## src/rtl/exp7_unidade_controle_if.sv

```systemverilog
// exp7_unidade_controle_if: control/condition bundle between the memory-game control unit and its datapath
interface exp7_unidade_controle_if;
  logic iniciar;
  logic jogada_feita, jogada_correta, enderecoIgualRodada;
  logic fimC, fimCR, meioCR, fimTM, meioTM, fimTempo;
  logic nivel_jogadas_reg, nivel_tempo_reg;
  logic zeraR, registraR, zeraC, contaC, registraN, zeraCR, contaCR;
  logic zeraTM, contaTM, zeraTempo, contaTempo;
  logic ativa_leds_mem, ativa_leds_jog, toca, gravaM;
  logic pronto, ganhou, perdeu, timeout;
  logic [4:0] db_estado;
  modport master (
    input iniciar, jogada_feita, jogada_correta, enderecoIgualRodada,
          fimC, fimCR, meioCR, fimTM, meioTM, fimTempo,
          nivel_jogadas_reg, nivel_tempo_reg,
    output zeraR, registraR, zeraC, contaC, registraN, zeraCR, contaCR,
           zeraTM, contaTM, zeraTempo, contaTempo,
           ativa_leds_mem, ativa_leds_jog, toca, gravaM,
           pronto, ganhou, perdeu, timeout, db_estado
  );
  modport slave (
    output iniciar, jogada_feita, jogada_correta, enderecoIgualRodada,
           fimC, fimCR, meioCR, fimTM, meioTM, fimTempo,
           nivel_jogadas_reg, nivel_tempo_reg,
    input zeraR, registraR, zeraC, contaC, registraN, zeraCR, contaCR,
          zeraTM, contaTM, zeraTempo, contaTempo,
          ativa_leds_mem, ativa_leds_jog, toca, gravaM,
          pronto, ganhou, perdeu, timeout, db_estado
  );
endinterface

```

## src/rtl/exp7_unidade_controle.sv

```systemverilog
// exp7_unidade_controle: Moore control unit sequencing the memory-game datapath; define TIMEOUT_EN to enable the per-move timeout
module exp7_unidade_controle (
  input logic clock,
  input logic reset,
  exp7_unidade_controle_if.master bus
);
  typedef enum logic [4:0] {
    inicial       = 5'h00,
    preparacao    = 5'h01,
    registraNivel = 5'h02,
    iniciaRodada  = 5'h03,
    mostra        = 5'h04,
    apaga         = 5'h05,
    proximoMostra = 5'h06,
    fimMostra     = 5'h07,
    esperaJogada  = 5'h08,
    registra      = 5'h09,
    comparacao    = 5'h0A,
    proximaJogada = 5'h0B,
    adiciona      = 5'h0C,
    esperaEscrita = 5'h0D,
    registraNova  = 5'h0E,
    grava         = 5'h0F,
    fimAcerto     = 5'h10,
    fimErro       = 5'h11,
    fimTimeout    = 5'h12
  } estado_t;
  estado_t estado, proxEstado;
  logic ultima, fimTempoEf, esperando, unusedCond;
  assign ultima = bus.nivel_jogadas_reg ? bus.fimCR : bus.meioCR;
  assign esperando = estado == esperaJogada || estado == esperaEscrita;
  assign unusedCond = bus.fimC;
`ifdef TIMEOUT_EN
  assign fimTempoEf = bus.fimTempo;
  assign bus.contaTempo = esperando & bus.nivel_tempo_reg;
`else
  logic unusedTempo;
  assign unusedTempo = bus.fimTempo ^ bus.nivel_tempo_reg ^ esperando;
  assign fimTempoEf = 1'b0;
  assign bus.contaTempo = 1'b0;
`endif
  // state register with synchronous reset
  always_ff @(posedge clock)
    estado <= reset ? inicial : proxEstado;
  // next-state decode; unused codes fall back to inicial
  always_comb begin
    proxEstado = inicial;
    case (estado)
      inicial:       proxEstado = bus.iniciar ? preparacao : inicial;
      preparacao:    proxEstado = registraNivel;
      registraNivel: proxEstado = iniciaRodada;
      iniciaRodada:  proxEstado = mostra;
      mostra:        proxEstado = bus.meioTM ? apaga : mostra;
      apaga:         proxEstado = !bus.fimTM ? apaga : bus.enderecoIgualRodada ? fimMostra : proximoMostra;
      proximoMostra: proxEstado = mostra;
      fimMostra:     proxEstado = esperaJogada;
      esperaJogada:  proxEstado = bus.jogada_feita ? registra : fimTempoEf ? fimTimeout : esperaJogada;
      registra:      proxEstado = comparacao;
      comparacao:    proxEstado = !bus.jogada_correta ? fimErro : !bus.enderecoIgualRodada ? proximaJogada : ultima ? fimAcerto : adiciona;
      proximaJogada: proxEstado = esperaJogada;
      adiciona:      proxEstado = esperaEscrita;
      esperaEscrita: proxEstado = bus.jogada_feita ? registraNova : fimTempoEf ? fimTimeout : esperaEscrita;
      registraNova:  proxEstado = grava;
      grava:         proxEstado = iniciaRodada;
      fimAcerto:     proxEstado = bus.iniciar ? preparacao : fimAcerto;
      fimErro:       proxEstado = bus.iniciar ? preparacao : fimErro;
      fimTimeout:    proxEstado = bus.iniciar ? preparacao : fimTimeout;
      default:       proxEstado = inicial;
    endcase
  end
  assign bus.zeraR          = estado == preparacao;
  assign bus.registraR      = estado == registra || estado == registraNova;
  assign bus.zeraC          = estado == preparacao || estado == iniciaRodada || estado == fimMostra;
  assign bus.contaC         = estado == proximoMostra || estado == proximaJogada || estado == adiciona;
  assign bus.registraN      = estado == registraNivel;
  assign bus.zeraCR         = estado == preparacao;
  assign bus.contaCR        = estado == grava;
  assign bus.zeraTM         = estado == preparacao || estado == iniciaRodada || estado == proximoMostra;
  assign bus.contaTM        = estado == mostra || estado == apaga;
  assign bus.zeraTempo      = estado == preparacao || estado == fimMostra || estado == proximaJogada || estado == adiciona;
  assign bus.ativa_leds_mem = estado == mostra;
  assign bus.ativa_leds_jog = estado == registra || estado == comparacao || estado == registraNova;
  assign bus.toca           = estado == mostra || estado == registra || estado == comparacao || estado == registraNova;
  assign bus.gravaM         = estado == grava;
  assign bus.pronto         = estado == fimAcerto || estado == fimErro || estado == fimTimeout;
  assign bus.ganhou         = estado == fimAcerto;
  assign bus.perdeu         = estado == fimErro;
  assign bus.timeout        = estado == fimTimeout;
  assign bus.db_estado      = estado;
endmodule

```

## src/flat_wrapper.sv

```systemverilog
// flat-port wrapper written by rule: the top's interface ports become plain ports
module exp7_unidade_controle_flat 
  (clock, reset, bus_iniciar, bus_jogada_feita, bus_jogada_correta, bus_enderecoIgualRodada, bus_fimC, bus_fimCR, bus_meioCR, bus_fimTM, bus_meioTM, bus_fimTempo, bus_nivel_jogadas_reg, bus_nivel_tempo_reg, bus_zeraR, bus_registraR, bus_zeraC, bus_contaC, bus_registraN, bus_zeraCR, bus_contaCR, bus_zeraTM, bus_contaTM, bus_zeraTempo, bus_contaTempo, bus_ativa_leds_mem, bus_ativa_leds_jog, bus_toca, bus_gravaM, bus_pronto, bus_ganhou, bus_perdeu, bus_timeout, bus_db_estado);
  exp7_unidade_controle_if bus_i ();
  input logic clock;
  input logic reset;
  input wire logic [$bits(bus_i.iniciar)-1:0] bus_iniciar;
  input wire logic [$bits(bus_i.jogada_feita)-1:0] bus_jogada_feita;
  input wire logic [$bits(bus_i.jogada_correta)-1:0] bus_jogada_correta;
  input wire logic [$bits(bus_i.enderecoIgualRodada)-1:0] bus_enderecoIgualRodada;
  input wire logic [$bits(bus_i.fimC)-1:0] bus_fimC;
  input wire logic [$bits(bus_i.fimCR)-1:0] bus_fimCR;
  input wire logic [$bits(bus_i.meioCR)-1:0] bus_meioCR;
  input wire logic [$bits(bus_i.fimTM)-1:0] bus_fimTM;
  input wire logic [$bits(bus_i.meioTM)-1:0] bus_meioTM;
  input wire logic [$bits(bus_i.fimTempo)-1:0] bus_fimTempo;
  input wire logic [$bits(bus_i.nivel_jogadas_reg)-1:0] bus_nivel_jogadas_reg;
  input wire logic [$bits(bus_i.nivel_tempo_reg)-1:0] bus_nivel_tempo_reg;
  output wire logic [$bits(bus_i.zeraR)-1:0] bus_zeraR;
  output wire logic [$bits(bus_i.registraR)-1:0] bus_registraR;
  output wire logic [$bits(bus_i.zeraC)-1:0] bus_zeraC;
  output wire logic [$bits(bus_i.contaC)-1:0] bus_contaC;
  output wire logic [$bits(bus_i.registraN)-1:0] bus_registraN;
  output wire logic [$bits(bus_i.zeraCR)-1:0] bus_zeraCR;
  output wire logic [$bits(bus_i.contaCR)-1:0] bus_contaCR;
  output wire logic [$bits(bus_i.zeraTM)-1:0] bus_zeraTM;
  output wire logic [$bits(bus_i.contaTM)-1:0] bus_contaTM;
  output wire logic [$bits(bus_i.zeraTempo)-1:0] bus_zeraTempo;
  output wire logic [$bits(bus_i.contaTempo)-1:0] bus_contaTempo;
  output wire logic [$bits(bus_i.ativa_leds_mem)-1:0] bus_ativa_leds_mem;
  output wire logic [$bits(bus_i.ativa_leds_jog)-1:0] bus_ativa_leds_jog;
  output wire logic [$bits(bus_i.toca)-1:0] bus_toca;
  output wire logic [$bits(bus_i.gravaM)-1:0] bus_gravaM;
  output wire logic [$bits(bus_i.pronto)-1:0] bus_pronto;
  output wire logic [$bits(bus_i.ganhou)-1:0] bus_ganhou;
  output wire logic [$bits(bus_i.perdeu)-1:0] bus_perdeu;
  output wire logic [$bits(bus_i.timeout)-1:0] bus_timeout;
  output wire logic [$bits(bus_i.db_estado)-1:0] bus_db_estado;
  assign bus_i.iniciar = bus_iniciar;
  assign bus_i.jogada_feita = bus_jogada_feita;
  assign bus_i.jogada_correta = bus_jogada_correta;
  assign bus_i.enderecoIgualRodada = bus_enderecoIgualRodada;
  assign bus_i.fimC = bus_fimC;
  assign bus_i.fimCR = bus_fimCR;
  assign bus_i.meioCR = bus_meioCR;
  assign bus_i.fimTM = bus_fimTM;
  assign bus_i.meioTM = bus_meioTM;
  assign bus_i.fimTempo = bus_fimTempo;
  assign bus_i.nivel_jogadas_reg = bus_nivel_jogadas_reg;
  assign bus_i.nivel_tempo_reg = bus_nivel_tempo_reg;
  assign bus_zeraR = bus_i.zeraR;
  assign bus_registraR = bus_i.registraR;
  assign bus_zeraC = bus_i.zeraC;
  assign bus_contaC = bus_i.contaC;
  assign bus_registraN = bus_i.registraN;
  assign bus_zeraCR = bus_i.zeraCR;
  assign bus_contaCR = bus_i.contaCR;
  assign bus_zeraTM = bus_i.zeraTM;
  assign bus_contaTM = bus_i.contaTM;
  assign bus_zeraTempo = bus_i.zeraTempo;
  assign bus_contaTempo = bus_i.contaTempo;
  assign bus_ativa_leds_mem = bus_i.ativa_leds_mem;
  assign bus_ativa_leds_jog = bus_i.ativa_leds_jog;
  assign bus_toca = bus_i.toca;
  assign bus_gravaM = bus_i.gravaM;
  assign bus_pronto = bus_i.pronto;
  assign bus_ganhou = bus_i.ganhou;
  assign bus_perdeu = bus_i.perdeu;
  assign bus_timeout = bus_i.timeout;
  assign bus_db_estado = bus_i.db_estado;
  exp7_unidade_controle u_core (.clock(clock), .reset(reset), .bus(bus_i));
endmodule
```

## config.mk

```make
export PLATFORM = sky130hd
export DESIGN_NAME = exp7_unidade_controle_flat
export DESIGN_NICKNAME = d
export VERILOG_FILES = /design/src/rtl/exp7_unidade_controle_if.sv /design/src/rtl/exp7_unidade_controle.sv /design/src/flat_wrapper.sv
export SDC_FILE = /design/constraint.sdc
export NUM_CORES = 1
export LEC_CHECK = 0
export CAP_MARGIN = 30
export CORE_MARGIN = 1
export CORE_UTILIZATION = 35
export DETAILED_ROUTE_END_ITERATION = 8
export GPL_TIMING_DRIVEN = 1
export PLACE_DENSITY_LB_ADDON = 0.15
export SYNTH_ARGS = -nofsm -noshare
export SYNTH_HDL_FRONTEND = slang
export SYNTH_SLANG_ARGS = --single-unit
export TNS_END_PERCENT = 50
```

## constraint.sdc

```tcl
create_clock -name clock -period 1.3 [get_ports clock]
set_input_delay 0.13 -clock clock [delete_from_list [all_inputs] [get_ports clock]]
set_output_delay 0.13 -clock clock [all_outputs]
set_load 0.02 [all_outputs]
```

==> impl_metrics.env, run 1 <==
export IMPL_status="finished, violations left"
export IMPL_failed_checks="setup timing"
export IMPL_irDropWorstVdd_uv=466
export IMPL_synthFlopType="dfxtp_1"
export IMPL_yosysMostFrequentCell="nor2_1"
export IMPL_p_total_uw=916
export IMPL_pwr_share_seq_pct=19.8
export IMPL_dp_hpwl_mm=1.89
export IMPL_p_int_uw=550
export IMPL_cts_tree="built"
export IMPL_drt_wl_total_mm=3.77
export IMPL_crit_start="u_core.bus.db_estado[0]$_SDFF_PP0_"
export IMPL_synth_top_family_by_area="simple AND/OR/NAND/NOR gates"
export IMPL_ys_types=41
export IMPL_muxShareOfSynthArea_pct=1.42
export IMPL_power_switching_uw=366
export IMPL_grt_max_degree=13
export IMPL_vias=1138
export IMPL_synthArstFlopShare_pct=0
export IMPL_swShare_pct=40.0
export IMPL_crit_type="reg2out"
export IMPL_max_cap_violations=0
export IMPL_setup_ws_ns=-0.315
export IMPL_final_hold_violation_count=0
export IMPL_yosys_warnings=0
export IMPL_first_iter_violations=64
export IMPL_rsz0062_at_grt="true"
export IMPL_grt_pass1_vias=895
export IMPL_netlist_top_cells_count="nor2_1 (11), nand2_1 (8)"
export IMPL_final_nets=190
export IMPL_critPathMaxFanout=8
export IMPL_clock_sinks=5
export IMPL_cts_htree_levels=1
export IMPL_grt_first_pass_wirelength_mm=4.02
export IMPL_synth_top_area_cell="dfxtp_1"
export IMPL_io_pins=38
export IMPL_vias_per_cell=5.69
export IMPL_rows=15
export IMPL_die_width_um=46.9
export IMPL_synth_compound_area_share_pct=33.7
export IMPL_largest_reg_flops=5
export IMPL_clkLatencyLatePin_ns=0.25
export IMPL_clkPwrFrac_pct=21.2
export IMPL_synth_edf_count=0
export IMPL_dp_cells=178
export IMPL_drive_gt1_share_pct=64.0
export IMPL_postSynthAreaPerCell_um2=6.97
export IMPL_antenna_cells=0
export IMPL_synth_top_area_share_pct=14.2
export IMPL_grt_ovfl_total=0
export IMPL_drv_slew=0
export IMPL_post_route_util_pct=90.4
export IMPL_clk_pin_slew_ns=0.05
export IMPL_detail_route_antenna_nets=0
export IMPL_critPathRequiredTime_ns=1.17
export IMPL_synth_area_um2=704
export IMPL_wl_per_cell_um=18.9
export IMPL_drcViolationCount=0
export IMPL_skew_ns=0.00111
export IMPL_period_needed_ns=1.62
export IMPL_syn_nets=115
export IMPL_end_kind="output pin"
export IMPL_ys_seq_area_share_pct=14.2
export IMPL_clk_path_buf_depth=2
export IMPL_worstHoldStart="reset"
export IMPL_cts_buffers_inserted=3
export IMPL_setup_viol=21
export IMPL_synth_xor_area_share_pct=1.24
export IMPL_power_leakage_nw=0.719
export IMPL_die_area_um2=2200
export IMPL_start_util_pct=39.1
export IMPL_instances_no_fill=200
export IMPL_period_share_pct=124
export IMPL_area_growth_synth_to_final_pct=131
export IMPL_root_buffer="clkbuf_4"
export IMPL_crit_arrival_ns=1.49
export IMPL_critPathLaunchType="flop"
export IMPL_port_buffers=33
export IMPL_max_freq_ghz=0.619
export IMPL_synthAdderAreaFrac_pct=0
export IMPL_reg2reg_from="u_core.bus.db_estado[2]$_SDFF_PP0_"
export IMPL_routabilityCongestion=0.918
export IMPL_core_area_um2=1800
export IMPL_grt_antenna_before_repair=0
export IMPL_ys_seq_elements=5
export IMPL_grt_usage_pct=26.2
export IMPL_worstHoldPathType="in2reg"
export IMPL_p_per_area_nw_per_um2=562
export IMPL_combPwrFrac_pct=59.0
export IMPL_synth_simple_area_share_pct=35.2
export IMPL_dr_pass1_iters=4
export IMPL_netlist_top_cells_area="dfxtp_1 (14%), a2111oi_2 (6.4%), nor2_1 (5.9%)"
export IMPL_die_h_um=46.9
export IMPL_synth_cells=101
-- layout make-up --
class	count	area, um^2
multi-input combinational	79	719
timing repair buffer	82	714
fill	78	173
sequential	5	119
tap	25	31.3
clock buffer	4	26.3
inverter	5	18.8
-- routing by layer --
layer	track usage (%)	wire [um]	vias up	share of wire [%]
met3	3.46	318	17	8.4
li1	-	-	510	-
met2	45.8	1830	80	49
met4	6.86	125	0	3.3
met1	33.6	1500	531	40
met5	0	0	-	0
-- per-stage QoR --
stage / worst slack, ns / TNS [ns] / hold slack, ns / cell area (um^2)
after floorplan: -0.0899 / -0.398 / 0.199 / 818
after global placement: -0.391 / -6.29 / 0.644 / 1320
after detailed placement: -0.430 / -6.93 / 0.650 / 1320
after CTS: -0.256 / -2.11 / 0.513 / 1420
after global routing: -0.371 / -4.14 / 0.534 / 1630
final: -0.315 / -3.24 / 0.524 / 1630
-- critical path, cell delays in order (launching register included) --
cell and delay (ns):
dfxtp_4 0.40, nand3b_1 0.18, o21a_1 0.22, o21bai_4 0.08
or2_4 0.23, buf_6 0.13
-- repair_timing --
action	in CTS	in global routing
gates cloned	0	0
hold buffers	0	0
pin swaps	3	19
buffers inserted	7	12
endpoints found under the setup margin	27	25
endpoints found under the hold margin	0	0
gates resized for setup	114	41
-- cell families (layout without fill, tap and decap cells) --
logic type / Yosys count / count (layout)
muxes: 1 / 1
xor gates and xnor gates: 1 / 1
DFF: 5 / 5
and+or+nand+nor: 46 / 46
AOI/OAI and AO/OA: 30 / 30
other: 1 / 1
buffers and inverters: 17 / 91
-- path summary, 6_finish.rpt --
| check | end | slack (ns) | cells after the start |
|---|---|---|---|
| setup / recovery | bus_toca | -0.32 | 5 |
| setup reg to reg | u_core.bus.db_estado[0]$_SDFF_PP0_ | -0.27 | 6 |
| hold reg to reg | u_core.bus.db_estado[3]$_SDFF_PP0_ | 0.63 | 2 |
| hold / removal | u_core.bus.db_estado[3]$_SDFF_PP0_ | 0.52 | 2 |
-- layout by cell type (no fill, tap or decap), drive strengths merged --
cell type       n
a31oi           2
dlygate4sd2     2
o32ai           1
a22o            1
a2bb2oi         1
a2111oi         3
and2            2
a22oi           1
nand2           8
nor3b           3
o22ai           1
o21bai          2
nand3           5
dfxtp           5
a21oi           5
a21o            3
inv             5
o211ai          1
nand2b          5
nor4            3
mux2i           1
dlymetal6s2s    1
xnor2           1
o21ai           4
o2bb2ai         1
a21boi          1
a41oi           1
nor3            4
or2             1
nor2           12
conb            1
o21a            1
nand3b          2
a41o            1
clkbuf          7
clkdlybuf4s50   9
buf            67
nor2b           1
-- power by group through the flow --
stage	combinational [mW]	clock, mW	sequential [mW]
after floorplan	0.235	0	0.183
after global routing	0.564	0.203	0.183
after CTS	0.421	0.192	0.184
after global placement	0.403	0	0.189
after detailed placement	0.409	0	0.190
final	0.541	0.194	0.181
Power figures use the tool's default switching activity.
==> inputs of run 2 (changes only) <==
--- a/config.mk
+++ b/config.mk
@@ -10,7 +10,7 @@
 export CORE_UTILIZATION = 35
 export DETAILED_ROUTE_END_ITERATION = 8
 export GPL_TIMING_DRIVEN = 1
-export PLACE_DENSITY_LB_ADDON = 0.15
+export PLACE_DENSITY = 0.8
 export SYNTH_ARGS = -nofsm -noshare
 export SYNTH_HDL_FRONTEND = slang
 export SYNTH_SLANG_ARGS = --single-unit
==> run 2 against run 1 <==
  * The run still ends with setup timing left
  * Clock power grew 8%
  * Critical path depth is the same
  * Combinational power shrank 7.0%
  * Flip-flop and latch count is the same
  * Final area shrank 6.3%
  * Routed wire length shrank 5.3%
  * Sequential power is essentially flat
  * Fmax grew 3.4%
  * Clock skew grew 0.0046 ns
  * Final cell count shrank 2.0%
  * Hold slack lost 0.011 ns
  * Highest routed layer unchanged
==> impl_metrics.env, run 2 (synthesis gave the netlist of run 1 again) <==
export IMPL_die_area_um2=2200
export IMPL_root_buffer="clkbuf_4"
export IMPL_dr_pass1_iters=4
export IMPL_final_common_cell="buf_4"
export IMPL_io_pins=38
export IMPL_final_hold_violation_count=0
export IMPL_setup_ws_ns=-0.262
export IMPL_cts_tree="built"
export IMPL_first_iter_violations=69
export IMPL_fill_cells=105
export IMPL_die_width_um=46.9
export IMPL_core_area_um2=1800
export IMPL_power_leakage_nw=0.668
export IMPL_irDropWorstVdd_uv=693
export IMPL_antenna_cells=0
export IMPL_crit_type="reg2out"
export IMPL_start_util_pct=39.1
export IMPL_dpl_cell_area_um2=1330
export IMPL_critPathLaunchType="flop"
export IMPL_failed_checks="setup timing"
export IMPL_period_needed_ns=1.56
export IMPL_drive_gt1_share_pct=63.7
export IMPL_hold_buffers=0
export IMPL_wl_per_cell_um=18.2
export IMPL_status="finished, violations left"
export IMPL_crit_arrival_ns=1.43
export IMPL_instances_no_fill=196
export IMPL_clk_path_buf_depth=2
export IMPL_rows=15
export IMPL_p_per_area_nw_per_um2=586
export IMPL_drv_slew=0
export IMPL_grt_first_pass_wirelength_mm=4.55
export IMPL_largest_reg_flops=5
export IMPL_grt_antenna_before_repair=0
export IMPL_fin_area_um2=1530
export IMPL_grt_max_degree=11
export IMPL_grt_pass1_vias=1012
export IMPL_final_nets=186
export IMPL_critPathMaxFanout=6
export IMPL_rsz0062_at_grt="true"
export IMPL_grt_usage_pct=29.6
export IMPL_dp_hpwl_mm=2.12
export IMPL_drt_wl_total_mm=3.57
export IMPL_max_cap_violations=0
export IMPL_max_freq_ghz=0.640
export IMPL_worstHoldPathType="in2reg"
export IMPL_clk_pin_slew_ns=0.06
export IMPL_setup_viol=23
export IMPL_post_route_util_pct=84.7
export IMPL_drcViolationCount=0
export IMPL_vias_per_cell=5.72
export IMPL_area_growth_synth_to_final_pct=117
export IMPL_final_cell_mix="buf_4 (50), buf_6 (13), clkdlybuf4s50_1 (9)"
export IMPL_critPathRequiredTime_ns=1.17
export IMPL_period_share_pct=120
export IMPL_detail_route_antenna_nets=0
export IMPL_vias=1121
export IMPL_clkLatencyLatePin_ns=0.26
export IMPL_end_kind="output pin"
export IMPL_dp_cells=180
export IMPL_p_total_uw=894
export IMPL_skew_ns=0.00567
export IMPL_die_h_um=46.9
export IMPL_grt_ovfl_total=0
export IMPL_clock_sinks=5
export IMPL_cts_buffers_inserted=3
export IMPL_cts_htree_levels=1
export IMPL_routabilityCongestion=0.915
export IMPL_port_buffers=33
==> run 2: cell count changes in the layout (fill, tap and decap cells not counted), sizes merged <==
cell	change
dlygate4sd2	-1
buf	-1
clkbuf	-1
dlymetal6s2s	-1
==> run 2: worst paths after layout <==
| check | slack, ns | from | depth (start not counted) | to |
|---|---|---|---|---|
| min reg2reg | 0.71 | u_core.bus.db_estado[4]$_SDFF_PP0_ | 2 | u_core.bus.db_estado[3]$_SDFF_PP0_ |
| max | -0.26 | u_core.bus.db_estado[0]$_SDFF_PP0_ | 5 | bus_toca |
| min | 0.51 | reset | 2 | u_core.bus.db_estado[3]$_SDFF_PP0_ |
| max reg2reg | -0.25 | u_core.bus.db_estado[3]$_SDFF_PP0_ | 5 | u_core.bus.db_estado[1]$_SDFF_PP0_ |
==> run 2: what timing repair did <==
action / CTS / global route
setup buffers: 7 / 5
gates resized for setup: 127 / 22
endpoints found under the setup margin: 28 / 25
pin swaps: 9 / 6
==> run 2: layout make-up <==
| cell class | count | area [um^2] | share of cell area [%] |
|---|---|---|---|
| Multi-Input combinational cell | 79 | 688 | 45.1 |
| Timing Repair Buffer | 78 | 646 | 42.3 |
| Sequential cell | 5 | 116 | 7.62 |
| Tap cell | 25 | 31.3 | 2.05 |
| Clock buffer | 4 | 26.3 | 1.72 |
| Inverter | 5 | 18.8 | 1.23 |
==> run 2: critical path, stage by stage (launching register included) <==
cell      delay (ns)
dfxtp_4         0.38
nand3b_1        0.16
o21a_1          0.20
o21bai_4        0.07
or2_4           0.23
buf_6           0.13
==> run 2: per-layer routing <==
metal / GRT usage (%) / part of all wire, % / vias to the layer above
li1: - / - / 503
met1: 34.3 / 38 / 520
met2: 52.5 / 50 / 74
met3: 6.15 / 7.9 / 24
met4: 12.6 / 5.0 / 0
met5: 0 / 0 / -
==> run 2: stage by stage <==
stage / TNS, ns / hold WS (ns) / worst slack, ns
5_1_grt: -4.40 / 0.512 / -0.335
3_5_place_dp: -7.32 / 0.633 / -0.430
6_report: -3.51 / 0.512 / -0.262
3_3_place_gp: -6.39 / 0.630 / -0.369
4_1_cts: -2.22 / 0.500 / -0.247
2_1_floorplan: -0.398 / 0.199 / -0.0899
==> run 2: report_power, final <==
part	internal [mW]	switching (mW)	total (mW)
Combinational	0.245	0.258	0.503
Sequential	0.161	0.0218	0.182
Clock	0.118	0.0911	0.209
Total	0.523	0.371	0.894
